--- src/rtl/rf_wb_arbiter_pkg.sv ---
// rf_wb_arbiter_pkg: shared register-file widths and writeback requester indices
package rf_arb_pkg;
    localparam int REG_ADDR_W = 5;
    localparam int REG_DATA_W = 32;
    typedef logic [REG_ADDR_W-1:0] reg_addr_t;
    typedef logic [REG_DATA_W-1:0] reg_data_t;
    localparam reg_addr_t ZERO_REG = 5'd0;
    localparam int REQ_WB = 0;
    localparam int REQ_MD = 1;
    localparam int REQ_CP0 = 2;
    function automatic int idx_w(input int n);
        return n > 1 ? $clog2(n) : 1;
    endfunction
endpackage

--- src/rtl/rf_wb_arbiter_if.sv ---
// rf_wb_arbiter_if: requester bus plus register-file write port of the writeback arbiter
interface rf_wb_arbiter_if #(parameter int NREQ = 3) ();
    import rf_arb_pkg::*;
    logic [NREQ-1:0] req_valid;
    logic [REG_ADDR_W*NREQ-1:0] req_addr;
    logic [REG_DATA_W*NREQ-1:0] req_data;
    logic [NREQ-1:0] req_ready;
    logic rf_we;
    reg_addr_t rf_addr;
    reg_data_t rf_wdata;
    logic [NREQ-1:0] starve;
    logic busy;
    modport master (output req_valid, req_addr, req_data,
                    input req_ready, rf_we, rf_addr, rf_wdata, starve, busy);
    modport slave (input req_valid, req_addr, req_data,
                   output req_ready, rf_we, rf_addr, rf_wdata, starve, busy);
endinterface

--- src/rtl/rf_wb_arbiter_rr_pick.sv ---
// rr_pick: rotating priority encoder, first valid at or above ptr (mod N) wins
module rr_pick #(
    parameter int N = 3,
    parameter int W = 2
) (
    input  logic [N-1:0] valid_i,
    input  logic [W-1:0] ptr_i,
    output logic [N-1:0] gnt_o,
    output logic [W-1:0] idx_o,
    output logic         any_o
);
    int j;
    // Scan from the farthest offset down so the nearest valid one overwrites last
    always_comb begin
        gnt_o = '0;
        idx_o = '0;
        j = 0;
        for (int k = N - 1; k >= 0; k--) begin
            j = int'(ptr_i) + k >= N ? int'(ptr_i) + k - N : int'(ptr_i) + k;
            if (valid_i[j]) begin
                gnt_o = '0;
                gnt_o[j] = 1'b1;
                idx_o = W'(j);
            end
        end
    end
    assign any_o = |valid_i;
endmodule

--- src/rtl/rf_wb_arbiter.sv ---
// rf_wb_arbiter: round-robin share of the RF write port with registered output and starvation flags.
// Define RF_ARB_FIXED_PRI_EN for fixed lowest-index-wins priority (no rotation pointer).
module rf_wb_arbiter
    import rf_arb_pkg::*;
#(
    parameter int NREQ = 3,
    parameter int MAX_WAIT = 7,
    parameter int CNT_W = 3
) (
    input logic clk,
    input logic reset,
    rf_wb_arbiter_if.slave bus
);
    localparam int PW = idx_w(NREQ);
    logic [PW-1:0] ptr_q, idx;
    logic [NREQ-1:0] gnt, ready, starve_q, starve_d;
    logic any, take, we_q, we_d, rf_we;
    logic [NREQ-1:0][CNT_W-1:0] cnt_q, cnt_d;
    reg_addr_t addr_q, addr_d, sel_addr;
    reg_data_t data_q, data_d, sel_data;

    rr_pick #(.N(NREQ), .W(PW)) u_pick (
        .valid_i(bus.req_valid),
        .ptr_i(ptr_q),
        .gnt_o(gnt),
        .idx_o(idx),
        .any_o(any)
    );

`ifdef RF_ARB_FIXED_PRI_EN
    assign ptr_q = '0;
`else
    logic [PW-1:0] ptr_d;
    assign ptr_d = !take ? ptr_q : idx == PW'(NREQ - 1) ? '0 : idx + 1'b1;
    always_ff @(posedge clk) ptr_q <= reset ? '0 : ptr_d;
`endif

    assign take = any & ~reset;
    assign ready = gnt & {NREQ{~reset}};
    assign sel_addr = bus.req_addr[REG_ADDR_W*idx +: REG_ADDR_W];
    assign sel_data = bus.req_data[REG_DATA_W*idx +: REG_DATA_W];
    // Writes to $0 are consumed but never reach the register file
    assign we_d = take && sel_addr != ZERO_REG;
    assign addr_d = take ? sel_addr : addr_q;
    assign data_d = take ? sel_data : data_q;

    always_comb begin
        cnt_d = '0;
        starve_d = '0;
        for (int i = 0; i < NREQ; i++) begin
            cnt_d[i] = !bus.req_valid[i] || ready[i] ? '0 :
                       cnt_q[i] == CNT_W'(MAX_WAIT) ? cnt_q[i] : cnt_q[i] + 1'b1;
            starve_d[i] = cnt_d[i] == CNT_W'(MAX_WAIT);
        end
    end

    always_ff @(posedge clk) begin
        if (reset) begin
            we_q <= 1'b0;
            addr_q <= '0;
            data_q <= '0;
            cnt_q <= '0;
            starve_q <= '0;
        end else begin
            we_q <= we_d;
            addr_q <= addr_d;
            data_q <= data_d;
            cnt_q <= cnt_d;
            starve_q <= starve_d;
        end
    end

    // Gating with reset drops a write that was already registered when reset arrives
    assign rf_we = we_q & ~reset;
    assign bus.req_ready = ready;
    assign bus.rf_we = rf_we;
    assign bus.rf_addr = addr_q;
    assign bus.rf_wdata = data_q;
    assign bus.starve = starve_q;
    assign bus.busy = |bus.req_valid | rf_we;
endmodule
--- src/flat_wrapper.sv ---
// flat-port wrapper written by rule: the top's interface ports become plain ports
module rf_wb_arbiter_flat import rf_arb_pkg::*;
#(
    parameter int NREQ = 3,
    parameter int MAX_WAIT = 7,
    parameter int CNT_W = 3
)
  (clk, reset, bus_req_valid, bus_req_addr, bus_req_data, bus_req_ready, bus_rf_we, bus_rf_addr, bus_rf_wdata, bus_starve, bus_busy);
  rf_wb_arbiter_if #(.NREQ(NREQ)) bus_i ();
  input logic clk;
  input logic reset;
  input wire logic [$bits(bus_i.req_valid)-1:0] bus_req_valid;
  input wire logic [$bits(bus_i.req_addr)-1:0] bus_req_addr;
  input wire logic [$bits(bus_i.req_data)-1:0] bus_req_data;
  output wire logic [$bits(bus_i.req_ready)-1:0] bus_req_ready;
  output wire logic [$bits(bus_i.rf_we)-1:0] bus_rf_we;
  output wire logic [$bits(bus_i.rf_addr)-1:0] bus_rf_addr;
  output wire logic [$bits(bus_i.rf_wdata)-1:0] bus_rf_wdata;
  output wire logic [$bits(bus_i.starve)-1:0] bus_starve;
  output wire logic [$bits(bus_i.busy)-1:0] bus_busy;
  assign bus_i.req_valid = bus_req_valid;
  assign bus_i.req_addr = bus_req_addr;
  assign bus_i.req_data = bus_req_data;
  assign bus_req_ready = bus_i.req_ready;
  assign bus_rf_we = bus_i.rf_we;
  assign bus_rf_addr = bus_i.rf_addr;
  assign bus_rf_wdata = bus_i.rf_wdata;
  assign bus_starve = bus_i.starve;
  assign bus_busy = bus_i.busy;
  rf_wb_arbiter #(.NREQ(NREQ), .MAX_WAIT(MAX_WAIT), .CNT_W(CNT_W)) u_core (.clk(clk), .reset(reset), .bus(bus_i));
endmodule
--- config.mk ---
export PLATFORM = sky130hd
export DESIGN_NAME = rf_wb_arbiter_flat
export DESIGN_NICKNAME = d
export VERILOG_FILES = /design/src/rtl/rf_wb_arbiter_pkg.sv /design/src/rtl/rf_wb_arbiter_if.sv /design/src/rtl/rf_wb_arbiter_rr_pick.sv /design/src/rtl/rf_wb_arbiter.sv /design/src/flat_wrapper.sv
export SDC_FILE = /design/constraint.sdc
export NUM_CORES = 1
export LEC_CHECK = 0
export BUFFER_PORTS_ARGS = -buffer_cell sky130_fd_sc_hd__buf_2
export CAP_MARGIN = 5
export CORE_MARGIN = 2
export CORE_UTILIZATION = 40
export CTS_BUF_LIST = sky130_fd_sc_hd__clkbuf_8 sky130_fd_sc_hd__clkbuf_16
export CTS_CLUSTER_DIAMETER = 200
export DETAILED_ROUTE_END_ITERATION = 10
export GPL_TIMING_DRIVEN = 0
export MAX_ROUTING_LAYER = met4
export PLACE_DENSITY = 0.72
export SYNTH_ARGS = -nofsm -noshare
export SYNTH_HDL_FRONTEND = slang
export SYNTH_SLANG_ARGS = --single-unit
--- constraint.sdc ---
create_clock -name clk -period 3 [get_ports clk]
set_clock_uncertainty 0.15 [all_clocks]
set_input_delay 0.75 -clock clk [delete_from_list [all_inputs] [get_ports clk]]
set_output_delay 0.75 -clock clk [all_outputs]
set_load 0.01 [all_outputs]
==> impl_metrics.csv, run 1 <==
group,metric,value,unit
floorplan,die_w,91.2,um
floorplan,die_h,91.2,um
grt,grt_pass1_wl,14.5,mm
synth,ys_ff_latch,52,
synth,synth_nets,499,
critical_path,r2r_start,"u_core.ptr_q[0]$_SDFFE_PP0P_",
sta,finalCritPeriodShare,97.7,%
grt,antenna_found_initial,0,
critical_path,worstSetupEndpointType,"output port",
clocking,clk_latency,310,ps
flow_run,max_cap_viol_count,0,
clocking,clkSlewWorstSetupHoldPaths,90,ps
synth,synth-main-ff-cell,"dfxtp_1",
clocking,clockBufferDepth,2,
critical_path,worstPathArrival,2030,ps
layout,multi_input_area,1920,um2
layout,syn_to_final_growth,39.1,%
layout,seq_area,1050,um2
sta,setup_viol,0,
critical_path,critPathMaxFanout,8,
critical_path,crit_buf_inv,4,
synth,yosysWarnings,0,
clocking,cts_tree,"built",
synth,synth.cell_area,3040,um2
synth,synth.distinct_cells,45,
drt,drt_first_pass_iters,4,
synth,synth.avg_cell_area,8.06,um2
synth,synth-edff-count,0,
synth,synthCells,377,
critical_path,reg2reg_setup_slack,200,ps
pwr,vdd_ir_drop_max,0.254,mV
critical_path,cp_slowest_cell,"dfxtp_2",
critical_path,max_stage_delay,350,ps
critical_path,worstRegToRegCells,13,
critical_path,worstSetupPathType,"flip-flop to output port",
synth,async_reset_ff_share,0,%
drt,remaining_drc_errors,0,
synth,synth_top_area_share,34.2,%
sta,fmax,0.341,GHz
drt,wire_per_inst,14.3,um
sta,layout_setup_ws,68.0,ps
layout,final_core_util,58.0,%
grt,gr-total-overflow,0,
critical_path,crit_end,"bus_req_ready[1]",
placement,place_congestion,0.871,
drt,vias,3376,
critical_path,critPathTopFamily,"buffers and inverters",
sta,timing.slew.headroom,67.9,%
layout,n_antenna_cell,0,
pwr,powerDensity,581,nW/um2
sta,slew_viol_final,0,
placement,pre_cts_ws,-573,ps
drt,route.final.wire_length,9.28,mm
sta,hold_violations,0,
layout,drive_gt1_share,38.2,%
floorplan,rows,31,
floorplan,io_pins,161,
clocking,cts.sinks,52,
synth,ys_seq_area_share,34.2,%
clocking,clockRootBuffer,"clkbuf_8",
critical_path,cp.depth,10,
floorplan,core_area,7290,um2
critical_path,reg2reg_to,"u_core.we_q$_SDFF_PP0_",
critical_path,required,2100,ps
synth,ys_top_cells_by_count,"52 x dfxtp_1, 52 x nor2_1, 46 x a21oi_1, 43 x nand2_1, 37 x mux2i_1",
clocking,cts_htree_levels,2,
sta,period_minus_slack,2930,ps
floorplan,initial_core_util,41.7,%
placement,dp.final_hpwl,7.09,mm
drt,ant_nets,0,
grt,grt_pass1_vias,3086,
min_path,hold_path.class,"flip-flop to flip-flop",
critical_path,startpoint,"u_core.ptr_q[0]$_SDFFE_PP0P_",
pwr,p_leak,2.20,nW
critical_path,crit_chain,"inv_2 -> ha_4 -> buf_8 -> mux2i_4 -> nor2_4 -> nor3_4 -> nor2_4 -> buf_8 -> nor2_2 -> buf_2",
grt,grt_usage,21.9,%
sta,tightest_slew,481,ps
layout,nets,671,
status,outcome,"finished clean",
drt,drt_iter0_markers,153,
grt,grt_max_degree,20,
synth,yosys-top-cells-area,"dfxtp_1 34%, mux2i_1 12%, a211o_1 9.8%",
placement,port_buffers,159,
critical_path,worstSetupStartpointType,"flip-flop",
floorplan,die_area,8310,um2
drt,vias_per_cell,5.20,
sta,rsz0062_at_grt,"yes",
clocking,cts_buffers,5,
layout,fill_cells,713,
synth,yosysTopAreaCell,"dfxtp_1",
## state kept, by name, indices dropped and copies added (netlist names)
| name | flops |
|---|---|
| u_core.bus.rf_addr | 5 |
| u_core.bus.rf_wdata | 32 |
| u_core.bus.starve | 3 |
| u_core.cnt_q | 9 |
| u_core.ptr_q | 2 |
| u_core.we_q | 1 |
## where the power goes
part / switching (mW) / internal, mW / total, mW
registers: 0.0542 / 0.797 / 0.851
clock network: 0.235 / 0.185 / 0.420
logic: 0.602 / 0.584 / 1.19
total: 0.891 / 1.57 / 2.46
## how the worst min path moves through the flow
stage,cells after the start,to,startpoint
after global routing,2,u_core.bus.rf_wdata[16]$_SDFFE_PP0P_,u_core.bus.rf_wdata[16]$_SDFFE_PP0P_
after CTS,2,u_core.bus.rf_wdata[16]$_SDFFE_PP0P_,u_core.bus.rf_wdata[16]$_SDFFE_PP0P_
after floorplan,2,u_core.cnt_q[4]$_SDFF_PP0_,u_core.cnt_q[4]$_SDFF_PP0_
final,2,u_core.bus.rf_wdata[16]$_SDFFE_PP0P_,u_core.bus.rf_wdata[16]$_SDFFE_PP0P_
after detailed placement,2,u_core.bus.rf_wdata[16]$_SDFFE_PP0P_,u_core.bus.rf_wdata[16]$_SDFFE_PP0P_
after global placement,2,u_core.bus.rf_wdata[26]$_SDFFE_PP0P_,u_core.bus.rf_wdata[26]$_SDFFE_PP0P_
## cell usage in the layout, fill, tap and decap left out, drive strengths merged, types with 3 or more instances in the layout
| cell | instances |
|---|---|
| nand3 | 10 |
| a211o | 34 |
| nor3 | 3 |
| nand2 | 43 |
| or3 | 4 |
| nor3b | 5 |
| buf | 180 |
| o21ai | 11 |
| ha | 6 |
| nor2 | 53 |
| inv | 5 |
| nor2b | 4 |
| clkbuf | 21 |
| dfxtp | 52 |
| mux2i | 37 |
| nand2b | 4 |
| nand3b | 3 |
| o21a | 3 |
| a21oi | 46 |
## cells by family after synthesis
group	count (synthesis)	synth area share, %
compound gates	106	23.2
xor+xnor	4	1.15
fa+ha+maj	6	2.47
buf+inv	34	5.68
flops	52	34.2
mux	38	12.6
simple gates	137	20.7
## routing by layer
layer	GRT usage [%]	vias to the layer above	share of wire (%)
met5	-	-	0
met4	7.95	0	2.7
met3	4.65	25	6.3
met2	37.3	122	50
met1	25.5	1545	41
li1	-	1684	-
## area by class of cell
cell class	instances	share of cell area, %
plain buffers	27	3.82
repair buffers	168	20.4
clock inverters	2	0.266
inverters	4	0.355
multi-input cells	291	45.5
clock buffers	6	1.95
flip-flops and latches	52	24.7
well taps	99	2.93
## worst min-delay path: cells and delay by family (launching register included)
family | cells | cell delay [ps]
flops | 1 | 320
simple gates | 1 | 50
compound gates | 1 | 50
## stage by stage
step	hold slack, ps	total power, mW	area, um2	instances	setup TNS [ps]
floorplan	324	1.58	3040	377	0
global placement	286	1.88	3960	635	-949
detailed placement	290	1.90	3960	635	-1010
CTS	303	2.42	4180	648	0
global route	320	2.62	4230	649	-39.0
finish	303	2.46	4230	649	0
## repair_timing
item / CTS / global route
hold buffers: 0 / 0
resized for setup: 24 / 12
endpoints found under the setup margin: 4 / 4
pin swaps: 3 / 4
setup buffers: 8 / 1
No activity file was read; power rests on OpenSTA's default activity.
==> inputs of run 2 (changes only) <==
- CORE_UTILIZATION: 40 -> 45
- PLACE_DENSITY: 0.72 -> 0.8
==> impl_metrics.csv, run 2 (synthesis results as in run 1) <==
group,metric,value,unit
status,outcome,"finished clean",
floorplan,core_area,6460,um2
placement,placed_cell_area,3930,um2
grt,met2_usage,40.7,%
critical_path,worstSetupPathType,"flip-flop to output port",
pwr,p_leak,2.22,nW
layout,mostFrequentLayoutCells,"165 x buf_2, 50 x nor2_1, 50 x dfxtp_1, 45 x a21oi_1, 43 x nand2_1",
grt,grt_usage,23.4,%
sta,setup-tns-final,0,ps
drt,vias_per_cell,5.38,
sta,rsz0062_at_grt,"yes",
critical_path,worstPathArrival,2020,ps
sta,hold_violations,0,
critical_path,critPathMaxFanout,9,
placement,dp.final_hpwl,6.80,mm
layout,postLayoutCellArea,4220,um2
grt,grt_pass1_vias,3107,
layout,final_common_cell,"buf_2",
layout,nets,673,
floorplan,die_area,7430,um2
placement,place_congestion,0.988,
layout,syn_to_final_growth,38.8,%
layout,fill_cells,580,
sta,slew_viol_final,0,
grt,grt_use_met3,4.19,%
drt,wire_per_inst,14.3,um
grt,grt_max_degree,25,
drt,drt_first_pass_iters,4,
clocking,cts_buffers,5,
floorplan,die_h,86.2,um
drt,ant_nets,0,
sta,setup_viol,0,
sta,timing.slew.headroom,65.6,%
clocking,clkSlewWorstSetupHoldPaths,90,ps
critical_path,required,2100,ps
clocking,clockRootBuffer,"clkbuf_8",
pwr,vdd_ir_drop_max,0.331,mV
drt,remaining_drc_errors,0,
layout,n_antenna_cell,0,
flow_run,max_cap_viol_count,0,
floorplan,io_pins,161,
sta,fmax,0.343,GHz
drt,vias,3384,
critical_path,worstSetupStartpointType,"flip-flop",
placement,port_buffers,159,
floorplan,initial_core_util,47.1,%
pwr,powerDensity,578,nW/um2
grt,grt_pass1_wl,13.7,mm
sta,tightest_slew,515,ps
critical_path,worstSetupEndpointType,"output port",
floorplan,die_w,86.2,um
clocking,cts_tree,"built",
drt,drt_iter0_markers,143,
grt,gr-total-overflow,0,
grt,busiest_layer,"met2",
sta,period_minus_slack,2920,ps
critical_path,reg2reg_setup_slack,230,ps
floorplan,rows,29,
clocking,clk_latency,300,ps
grt,grtUsageMet1,27.8,%
min_path,hold_path.class,"flip-flop to flip-flop",
grt,antenna_found_initial,0,
sta,finalCritPeriodShare,97.3,%
layout,drive_gt1_share,38.4,%
clocking,cts_htree_levels,2,
drt,route.final.wire_length,8.99,mm
clocking,clockBufferDepth,2,
layout,largest_reg_flops,32,
clocking,cts.sinks,52,
run 2: worst max-delay path, stage by stage, from the launching register on:
cell and delay, ps:
dfxtp_4 380, inv_1 60, ha_2 170, buf_6 150
inv_2 80, and4_1 190, o21a_2 230, nor2_4 150
buf_8 140, nor2_2 30, buf_2 150
run 2: path summary, 6_finish.rpt:
path	to	depth (start not counted)	from
worst max-delay path	bus_req_ready[1]	10	u_core.ptr_q[1]$_SDFFE_PP0P_
worst min-delay path	u_core.bus.rf_wdata[17]$_SDFFE_PP0P_	2	u_core.bus.rf_wdata[17]$_SDFFE_PP0P_
worst max register to register	u_core.we_q$_SDFF_PP0_	11	u_core.ptr_q[0]$_SDFFE_PP0P_
worst min register to register	u_core.bus.rf_wdata[17]$_SDFFE_PP0P_	2	u_core.bus.rf_wdata[17]$_SDFFE_PP0P_
run 2: per-stage QoR:
stage          hold WS (ps)  cells  util [%]  setup slack, ps  power, mW
2_1_floorplan           324    377         -             43.3       1.58
3_3_place_gp            285    613      60.9             -552       1.87
3_5_place_dp            291    613      60.9             -720       1.90
4_1_cts                 304    623      63.5             27.1       2.37
5_1_grt                 321    629      65.3            -27.9       2.60
6_report                301    629      65.3             81.2       2.44
run 2: power breakdown:
group	internal, mW	leakage (nW)	switching (mW)
clock	0.184	0.0486	0.223
combinational	0.586	1.74	0.592
sequential	0.797	0.431	0.0551
run 2: layout make-up:
| type | instances | area (um2) | share of cell area, % |
|---|---|---|---|
| multi-input cells | 291 | 1910 | 45.2 |
| well taps | 77 | 96.3 | 2.28 |
| repair buffers | 170 | 896 | 21.2 |
| inverters | 4 | 15.0 | 0.356 |
| plain buffers | 27 | 164 | 3.88 |
| clock buffers | 6 | 82.6 | 1.96 |
| clock inverters | 2 | 11.3 | 0.267 |
| flip-flops and latches | 52 | 1050 | 24.8 |
run 2: repair_timing:
item | CTS | global route
endpoints found under the hold margin | 0 | 0
pin swaps | 3 | 4
endpoints found under the setup margin | 4 | 5
gates cloned | 0 | 1
setup buffers | 5 | 5
resized for setup | 16 | 17
hold buffers | 0 | 0
run 2: layer usage:
metal / vias up / part of all wire [%]
li1: 1688 / -
met1: 1552 / 42
met2: 131 / 49
met3: 13 / 7.7
met4: 0 / 1.5
met5: - / 0
